### src/rtl/uart_byte_fifo.sv
// Byte FIFO from the UART receiver to the transmitter. Bytes are taken on the rx_intr falling edge.
// tx_start comes 2 cycles after a write. A full FIFO drops the byte and sets overflow. A tx_busy timeout drops the byte and sets tx_drop.
module uart_byte_fifo #(
  parameter int DEPTH       = 16,
  parameter int AW          = 4,
  parameter int TX_WAIT_MAX = 1023
) (
  input  logic          clk,
  input  logic          rst,
  input  logic          rx_intr,
  input  logic [7:0]    rx_data,
  input  logic          tx_busy,
  input  logic          ovf_clr,
  output logic          tx_start,
  output logic [7:0]    tx_data,
  output logic [AW:0]   fifo_count,
  output logic          empty,
  output logic          full,
  output logic          overflow,
  output logic          tx_drop
);

  localparam int TW = $clog2(TX_WAIT_MAX + 1);

  typedef enum logic [1:0] {IDLE, START, WAIT_BUSY, WAIT_DONE} state_t;

  state_t        state_q, state_d;
  logic [TW-1:0] timer_q, timer_d;
  logic [AW-1:0] wr_ptr_q, rd_ptr_q;
  logic [AW:0]   count_q, count_d;
  logic          empty_q, full_q;
  logic          overflow_q, overflow_d;
  logic          tx_drop_q, tx_drop_d;
  logic          rx_intr_q;
  logic [7:0]    tx_data_q, tx_data_d;
  logic          wr_evt, wr_en, rd_en, drop_set;
  logic [7:0]    mem [DEPTH];

  assign wr_evt = rx_intr_q & ~rx_intr;
  assign rd_en  = (state_q == IDLE) & ~empty_q & ~tx_busy;
  // A full FIFO still takes the byte when a read frees a slot on the same edge.
  assign wr_en  = wr_evt & (~full_q | rd_en);

  always_comb begin
    count_d = count_q;
    case ({wr_en, rd_en})
      2'b10:   count_d = count_q + (AW+1)'(1);
      2'b01:   count_d = count_q - (AW+1)'(1);
      default: count_d = count_q;
    endcase
  end

  always_comb begin
    state_d  = state_q;
    timer_d  = timer_q;
    drop_set = 1'b0;
    case (state_q)
      IDLE:      if (rd_en) state_d = START;
      START: begin
        timer_d = '0;
        state_d = WAIT_BUSY;
      end
      WAIT_BUSY: begin
        if (tx_busy) begin
          state_d = WAIT_DONE;
        end else if (timer_q == TW'(TX_WAIT_MAX)) begin
          drop_set = 1'b1;
          state_d  = IDLE;
        end else begin
          timer_d = timer_q + TW'(1);
        end
      end
      WAIT_DONE: if (!tx_busy) state_d = IDLE;
      default:   state_d = IDLE;
    endcase
  end

  assign overflow_d = (wr_evt & ~wr_en) | (overflow_q & ~ovf_clr);
  assign tx_drop_d  = drop_set | (tx_drop_q & ~ovf_clr);
  assign tx_data_d  = rd_en ? mem[rd_ptr_q] : tx_data_q;

  always_ff @(posedge clk or negedge rst) begin
    if (!rst) begin
      state_q    <= IDLE;
      timer_q    <= '0;
      wr_ptr_q   <= '0;
      rd_ptr_q   <= '0;
      count_q    <= '0;
      empty_q    <= 1'b1;
      full_q     <= 1'b0;
      overflow_q <= 1'b0;
      tx_drop_q  <= 1'b0;
      rx_intr_q  <= 1'b0;
      tx_data_q  <= 8'h00;
    end else begin
      state_q    <= state_d;
      timer_q    <= timer_d;
      if (wr_en) wr_ptr_q <= wr_ptr_q + AW'(1);
      if (rd_en) rd_ptr_q <= rd_ptr_q + AW'(1);
      count_q    <= count_d;
      empty_q    <= (count_d == '0);
      full_q     <= (count_d == (AW+1)'(DEPTH));
      overflow_q <= overflow_d;
      tx_drop_q  <= tx_drop_d;
      rx_intr_q  <= rx_intr;
      tx_data_q  <= tx_data_d;
    end
  end

  always_ff @(posedge clk) begin
    if (wr_en) mem[wr_ptr_q] <= rx_data;
  end

  assign tx_start   = (state_q == START);
  assign tx_data    = tx_data_q;
  assign fifo_count = count_q;
  assign empty      = empty_q;
  assign full       = full_q;
  assign overflow   = overflow_q;
  assign tx_drop    = tx_drop_q;

endmodule

### config.mk
export PLATFORM = sky130hd
export DESIGN_NAME = uart_byte_fifo
export DESIGN_NICKNAME = d
export VERILOG_FILES = /design/src/rtl/uart_byte_fifo.sv
export SDC_FILE = /design/constraint.sdc
export NUM_CORES = 1
export LEC_CHECK = 0
export ABC_AREA = 1
export BUFFER_PORTS_ARGS = -buffer_cell sky130_fd_sc_hd__buf_2
export CORE_MARGIN = 1
export CORE_UTILIZATION = 57
export DETAILED_ROUTE_END_ITERATION = 8
export MAX_ROUTING_LAYER = met4
export PLACE_DENSITY_LB_ADDON = 0.1
export SYNTH_ARGS = -nofsm -noshare
export SYNTH_HDL_FRONTEND = slang
export SYNTH_SLANG_ARGS = --single-unit
### constraint.sdc
create_clock -name clk -period 5.91 [get_ports clk]
set_input_delay 0 -clock clk [delete_from_list [all_inputs] [get_ports clk]]
set_output_delay 0 -clock clk [all_outputs]
set_load 0.02 [all_outputs]
==> impl_metrics.tcl, run 1 <==
set metrics [dict create \
    area_growth_pct 12.1 \
    instances_no_fill 860 \
    power_mw 3.99 \
    rr_worst_depth 15 \
    cts_buffers 17 \
    ir_worst_vdd_v 0.000309 \
    drt_iter0_drc 363 \
    dp.cells 822 \
    cts_tree "built" \
    finalCritPeriodShare 0.466 \
    min_path_type "input port to flip-flop" \
    routed_wl_um 15200 \
    grt_pass1_vias 4458 \
    synth-edff-count 128 \
    grt-ovfl-total 0 \
    hold_viol 0 \
    hold-worst-slack_ns 0.00735 \
    timing.rr.start "state_q[1]$_DFFE_PN0P_" \
    async_flop_share 0.229 \
    dieHeight_um 114 \
    ys_seq_area_frac 0.668 \
    layout_common_cells "nor2_1, edfxtp_1, nand2_1" \
    synth_area_per_cell_um2 11.0 \
    firstDrtPassIters 5 \
    min_to "mem[10][3]$_DFFE_PP_" \
    path_depth 15 \
    cts-htree-levels 4 \
    ys_warn_count 0 \
    clockBufferDepth 2 \
    wl_per_cell_um 17.7 \
    synth_cell_types 37 \
    seq_power_share 0.380 \
    worstPathArrival_ns 3.10 \
    grt_first_pass_wirelength_um 23900 \
    cp_common_cell "nor2_1" \
    drive_gt1_frac 0.129 \
    crit_family "simple AND/OR/NAND/NOR gates" \
    internal-power_mw 2.51 \
    die_w_um 114 \
    cts_resized 0 \
    rrSetupSlack_ns 3.16 \
    final_common_cell "nor2_1" \
    rsz0062_at_grt "false" \
    clock_skew_ns 0.00698 \
    status "completed" \
    cp_data_required_time_ns 6.26 \
    cts_root_buffer "clkbuf_16" \
    p_comb_frac 0.323 \
    min_path_cells 1 \
    die_area_um2 13000 \
    cp_max_fo 12 \
    num_rows 40 \
    p_per_area_nw_per_um2 495 \
    slowest_delay_ns 0.42 \
    switchingPower_mw 1.48 \
    grt_max_degree 68 \
    worst_r2r_endpoint "full$_DFF_PN0_" \
    worstPathBufferInverterCount 2 \
    worst_slew_pin_slew_ns 1.09 \
    portBuffers 30 \
    crit_slowest_cell "dfrtp_1" \
    crit_type "flip-flop to flip-flop" \
    pwr-share-clk 0.297 \
    min-delay-start "rx_data[3]" \
    ioPinCount 31 \
    synthCells 650 \
    maxSlewViolCount 0 \
    tns_ns 0 \
    swShare 0.371 \
    syn_area_um2 7180 \
    place_hpwl_um 9380 \
    end_kind "flip-flop" \
    p_leak_nw 3.07 \
    postRouteAntennaNets 0 \
    syn-num-nets 672 \
    slew_headroom 0.272 \
    grt_antenna_before_repair 0 \
    synth-seq-cells 166 \
    via_per_inst 5.51 \
    insertion_delay_ns 0.42 \
    yosys_most_used_dff "edfxtp_1" \
    start_util 0.590 \
    place.gp.congestion 0.809 \
    core_region_area_um2 12200 \
    setup_viol 0 \
    maxCapViolCount 0 \
    n_antenna_cell 0 \
    period_needed_ns 2.75 \
    route.detailed.drc 0 \
    grt_use_total 0.260 \
    path_clk_slew_ns 0.07 \
    cts.sinks 166 \
    num_vias 4737 \
    cp_cell_sequence "nor2_1, nand3_2, a21oi_4, inv_2, ha_1, nand2_1, inv_1, nor2_1, ha_1, nand2_1, nand2_1, or2_0, nor2_1, nand3_1, nor2_1" \
    start_kind "flip-flop" \
    fin_nets 701 \
    max_freq_ghz 0.363 \
]
==> cell type report <==
| class | instances | area, um^2 |
|---|---|---|
| timing repair buffer | 38 | 225 |
| clock inverter | 15 | 216 |
| sequential | 166 | 4800 |
| fill | 901 | 4110 |
| inverter | 39 | 146 |
| tap | 168 | 210 |
| clock buffer | 17 | 425 |
| multi-input combinational | 417 | 2030 |
==> timing repair <==
item	CTS	global route
endpoints found under the hold margin	59	0
buffers inserted	0	0
hold buffers	6	0
==> power by group through the flow <==
stage / clock network, mW / logic (mW) / registers, mW
finish: 1.18 / 1.29 / 1.51
global route: 1.24 / 1.44 / 1.53
global placement: 0 / 1.25 / 1.53
floorplan: 0 / 0.961 / 1.55
detailed placement: 0 / 1.28 / 1.54
CTS: 1.20 / 1.29 / 1.51
==> flip-flops by register name, summed over array words and instances, names as in the netlist <==
name,cells
empty,1
fifo_count,5
full,1
mem,128
overflow,1
rd_ptr_q,4
rx_intr_q,1
state_q,2
timer_q,10
tx_data,8
tx_drop,1
wr_ptr_q,4
==> synthesized netlist by cell type, drive strengths merged (5+ instances only) <==
library cell  number  area [um^2]
inv               37          139
o21ai             76          384
xor2              10         87.6
o211ai             8         60.1
dfrtp             37          926
nand3             58          300
buf               24          191
ha                 9          113
nand2             84          335
o22ai              6         37.5
edfxtp           128         3840
nor2             150          581
nand4              5         37.5
==> routing by layer <==
metal | global-route usage | part of all wire | vias to the layer above
met2 | 0.387 | 0.47 | 157
li1 | - | - | 2294
met3 | 0.0508 | 0.067 | 18
met4 | 0.0952 | 0.016 | 0
met5 | - | 0 | -
met1 | 0.359 | 0.45 | 2268
==> logic make-up after synthesis <==
family | synth area share
xor+xnor | 0.0146
fa+ha+maj | 0.0157
compound gates | 0.0708
simple gates | 0.182
buf+inv | 0.0493
flops | 0.668
==> worst max path at each step <==
stage | startpoint | to
finish | state_q[1]$_DFFE_PN0P_ | full$_DFF_PN0_
detailed placement | state_q[1]$_DFFE_PN0P_ | full$_DFF_PN0_
floorplan | empty$_DFF_PN1_ | full$_DFF_PN0_
CTS | state_q[1]$_DFFE_PN0P_ | full$_DFF_PN0_
global placement | state_q[0]$_DFFE_PN0P_ | full$_DFF_PN0_
global route | state_q[1]$_DFFE_PN0P_ | full$_DFF_PN0_
==> through the flow <==
stage / utilization / setup WS (ns) / instance area [um^2]
2_1_floorplan: - / 3.59 / 7180
3_3_place_gp: 0.604 / 3.28 / 7350
3_5_place_dp: 0.604 / 3.18 / 7350
4_1_cts: 0.662 / 3.14 / 8050
5_1_grt: 0.662 / 2.86 / 8050
6_report: 0.662 / 3.16 / 8050
No activity file was read; power rests on OpenSTA's default activity.
==> run 2: changes to the inputs <==
ABC_AREA = 0   (was 1)
clock period = 2.7 ns   (was 5.91 ns; I/O delays follow)
==> impl_metrics.tcl, run 2 <==
set metrics [dict create \
    p_per_area_nw_per_um2 1020 \
    via_per_inst 5.85 \
    final_common_cell "edfxtp_1" \
    dieHeight_um 112 \
    portBuffers 30 \
    grt_first_pass_wirelength_um 20100 \
    setup_viol 0 \
    fin_ws_ns 0.0586 \
    area_growth_pct 16.6 \
    async_flop_share 0.229 \
    cts_root_buffer "clkbuf_16" \
    synth_most_common_cell "edfxtp_1" \
    die_w_um 112 \
    crit_type "flip-flop to flip-flop" \
    top_register "mem" \
    synth_top_area_share 0.559 \
    grt_use_total 0.231 \
    hold_viol 0 \
    fin_nets 500 \
    p_leak_nw 2.89 \
    rsz0062_at_grt "true" \
    end_kind "flip-flop" \
    clockBufferDepth 2 \
    worstPathArrival_ns 2.99 \
    synth-edff-count 128 \
    syn-num-nets 441 \
    finalCritPeriodShare 0.978 \
    num_rows 39 \
    route.detailed.drc 5 \
    syn_area_um2 6880 \
    synth_cell_types 47 \
    slew_headroom 0.414 \
    tns_ns 0 \
    maxSlewViolCount 0 \
    wl_per_cell_um 20.0 \
    cts_buffers 17 \
    die_area_um2 12500 \
    ys_seq_area_frac 0.697 \
    path_clk_slew_ns 0.06 \
    synth_common_cells "edfxtp_1, dfrtp_1, mux4_2" \
    synthCells 419 \
    worst_slew_pin_slew_ns 0.879 \
    cts-htree-levels 4 \
    grt_pass1_vias 3721 \
    num_vias 3708 \
    cp_data_required_time_ns 3.05 \
    grt-ovfl-total 0 \
    synth_area_per_cell_um2 16.4 \
    n_antenna_cell 0 \
    yosys_most_used_dff "edfxtp_1" \
    status "complete, but fails checks" \
    synth_top_cell_by_area "edfxtp_1" \
    largest_reg_flops 128 \
    num-fill-cells 752 \
    postRouteAntennaNets 0 \
    ys_warn_count 0 \
    period_needed_ns 2.64 \
    maxCapViolCount 0 \
    max_freq_ghz 0.379 \
    grt_max_degree 39 \
    firstDrtPassIters 7 \
    place.gp.congestion 0.843 \
    start_kind "flip-flop" \
    drt_iter0_drc 390 \
    pre_cts_ws_ns 0.0801 \
    synth-seq-cells 166 \
    place_hpwl_um 8080 \
    core_region_area_um2 11600 \
    slowest_delay_ns 0.55 \
    post-route-util 0.694 \
    clock_skew_ns 0.0145 \
    violations "design-rule violations" \
    crit_slowest_cell "or4_4" \
    routed_wl_um 12700 \
    layout_common_cells "edfxtp_1, dfrtp_1, mux4_2" \
    cp_cell_sequence "or4_4, a21oi_4, inv_2, ha_4, xor2_1, ha_2, a21oi_2, mux2i_1, xnor2_1, a211o_1, nor2b_1" \
    start_util 0.595 \
    ioPinCount 31 \
    cts.sinks 166 \
    grt_antenna_before_repair 0 \
    cp_max_fo 4 \
    ir_worst_vdd_v 0.000662 \
    drive_gt1_frac 0.251 \
    min_path_type "input port to asynchronous set/reset pin" \
    insertion_delay_ns 0.43 \
    hold-worst-slack_ns 0.237 \
    cts_tree "built" \
    synth_area_leaders "edfxtp_1, dfrtp_1, mux4_2" \
]
[run 2: cell types whose count changed after synthesis, sizes merged, moves of 7 or more]
cell / before / now
nor2: 150 / 28
nand3: 58 / 9
xnor2: 2 / 9
xor2: 10 / 2
nand2: 84 / 21
buf: 24 / 7
clkbuf: 4 / 13
inv: 37 / 10
o21ai: 76 / 18
mux2i: 0 / 17
and2: 0 / 16
a21oi: 3 / 17
o211ai: 8 / 0
mux4: 0 / 31
[run 2: worst paths after layout]
kind                       cells after the start                 endpoint  slack (ns)               start
hold reg to reg                                1       overflow$_DFF_PN0_        0.48  overflow$_DFF_PN0_
setup reg to reg                              11           full$_DFF_PN0_        0.06     empty$_DFF_PN1_
max in group asynchronous                      2  rd_ptr_q[0]$_DFFE_PN0P_        1.86                 rst
setup / recovery                              11           full$_DFF_PN0_        0.06     empty$_DFF_PN1_
hold / removal                                 2  fifo_count[3]$_DFF_PN0_        0.24                 rst
min in group clk                               2      rx_intr_q$_DFF_PN0_        0.24             rx_intr
[run 2: cells by family (layout without fill, tap and decap cells)]
family,after synthesis,after routing,synth area share
compound gates,53,53,0.0482
xor+xnor,11,11,0.0140
simple gates,98,98,0.0730
buf+inv,31,103,0.0198
flops,166,166,0.697
fa+ha+maj,9,9,0.0164
mux,51,51,0.131
[run 2: timing repair]
action	in CTS	in global routing
hold buffers	12	0
endpoints found under the setup margin	0	2
setup buffers	0	4
endpoints found under the hold margin	172	0
resized for setup	0	1
[run 2: per-stage QoR]
stage          std cells  total power, mW  instance area (um^2)
2_1_floorplan        419             5.03                  6900
3_3_place_gp         586             5.61                  7240
3_5_place_dp         586             5.66                  7240
4_1_cts              630             8.19                  7980
5_1_grt              634             8.59                  8020
6_report             634             8.18                  8020
[run 2: cell type report]
class | instances | area (um^2) | area share
clock buffer | 21 | 450 | 0.0562
clock inverter | 11 | 173 | 0.0215
multi-input combinational | 222 | 1960 | 0.245
inverter | 11 | 41.3 | 0.00515
sequential | 166 | 4800 | 0.598
timing repair buffer | 60 | 418 | 0.0521
tap | 143 | 179 | 0.0223
[run 2: critical path, delay by kind of cell (launching register included)]
| family | cells | cell delay, ns |
|---|---|---|
| AND/OR/NAND/NOR | 2 | 0.66 |
| AO/OA/AOI/OAI | 3 | 0.61 |
| adder cells (fa/ha/maj) | 2 | 0.38 |
| flip-flops | 1 | 0.37 |
| XOR/XNOR | 2 | 0.26 |
| multiplexers | 1 | 0.22 |
| buffers and inverters | 1 | 0.07 |
[run 2: layer usage]
layer,vias to the layer above,global-route usage,part of all wire
met5,-,-,0
met4,0,0.0784,0.015
met3,18,0.0566,0.047
met2,118,0.371,0.51
met1,1842,0.290,0.43
li1,1730,-,-
[run 2: where the power goes]
part	internal [mW]	total (mW)	leakage, nW	switching (mW)
clock	1.58	2.53	0.302	0.947
sequential	3.06	3.40	1.63	0.336
combinational	1.10	2.25	0.957	1.16
total	5.74	8.18	2.89	2.44
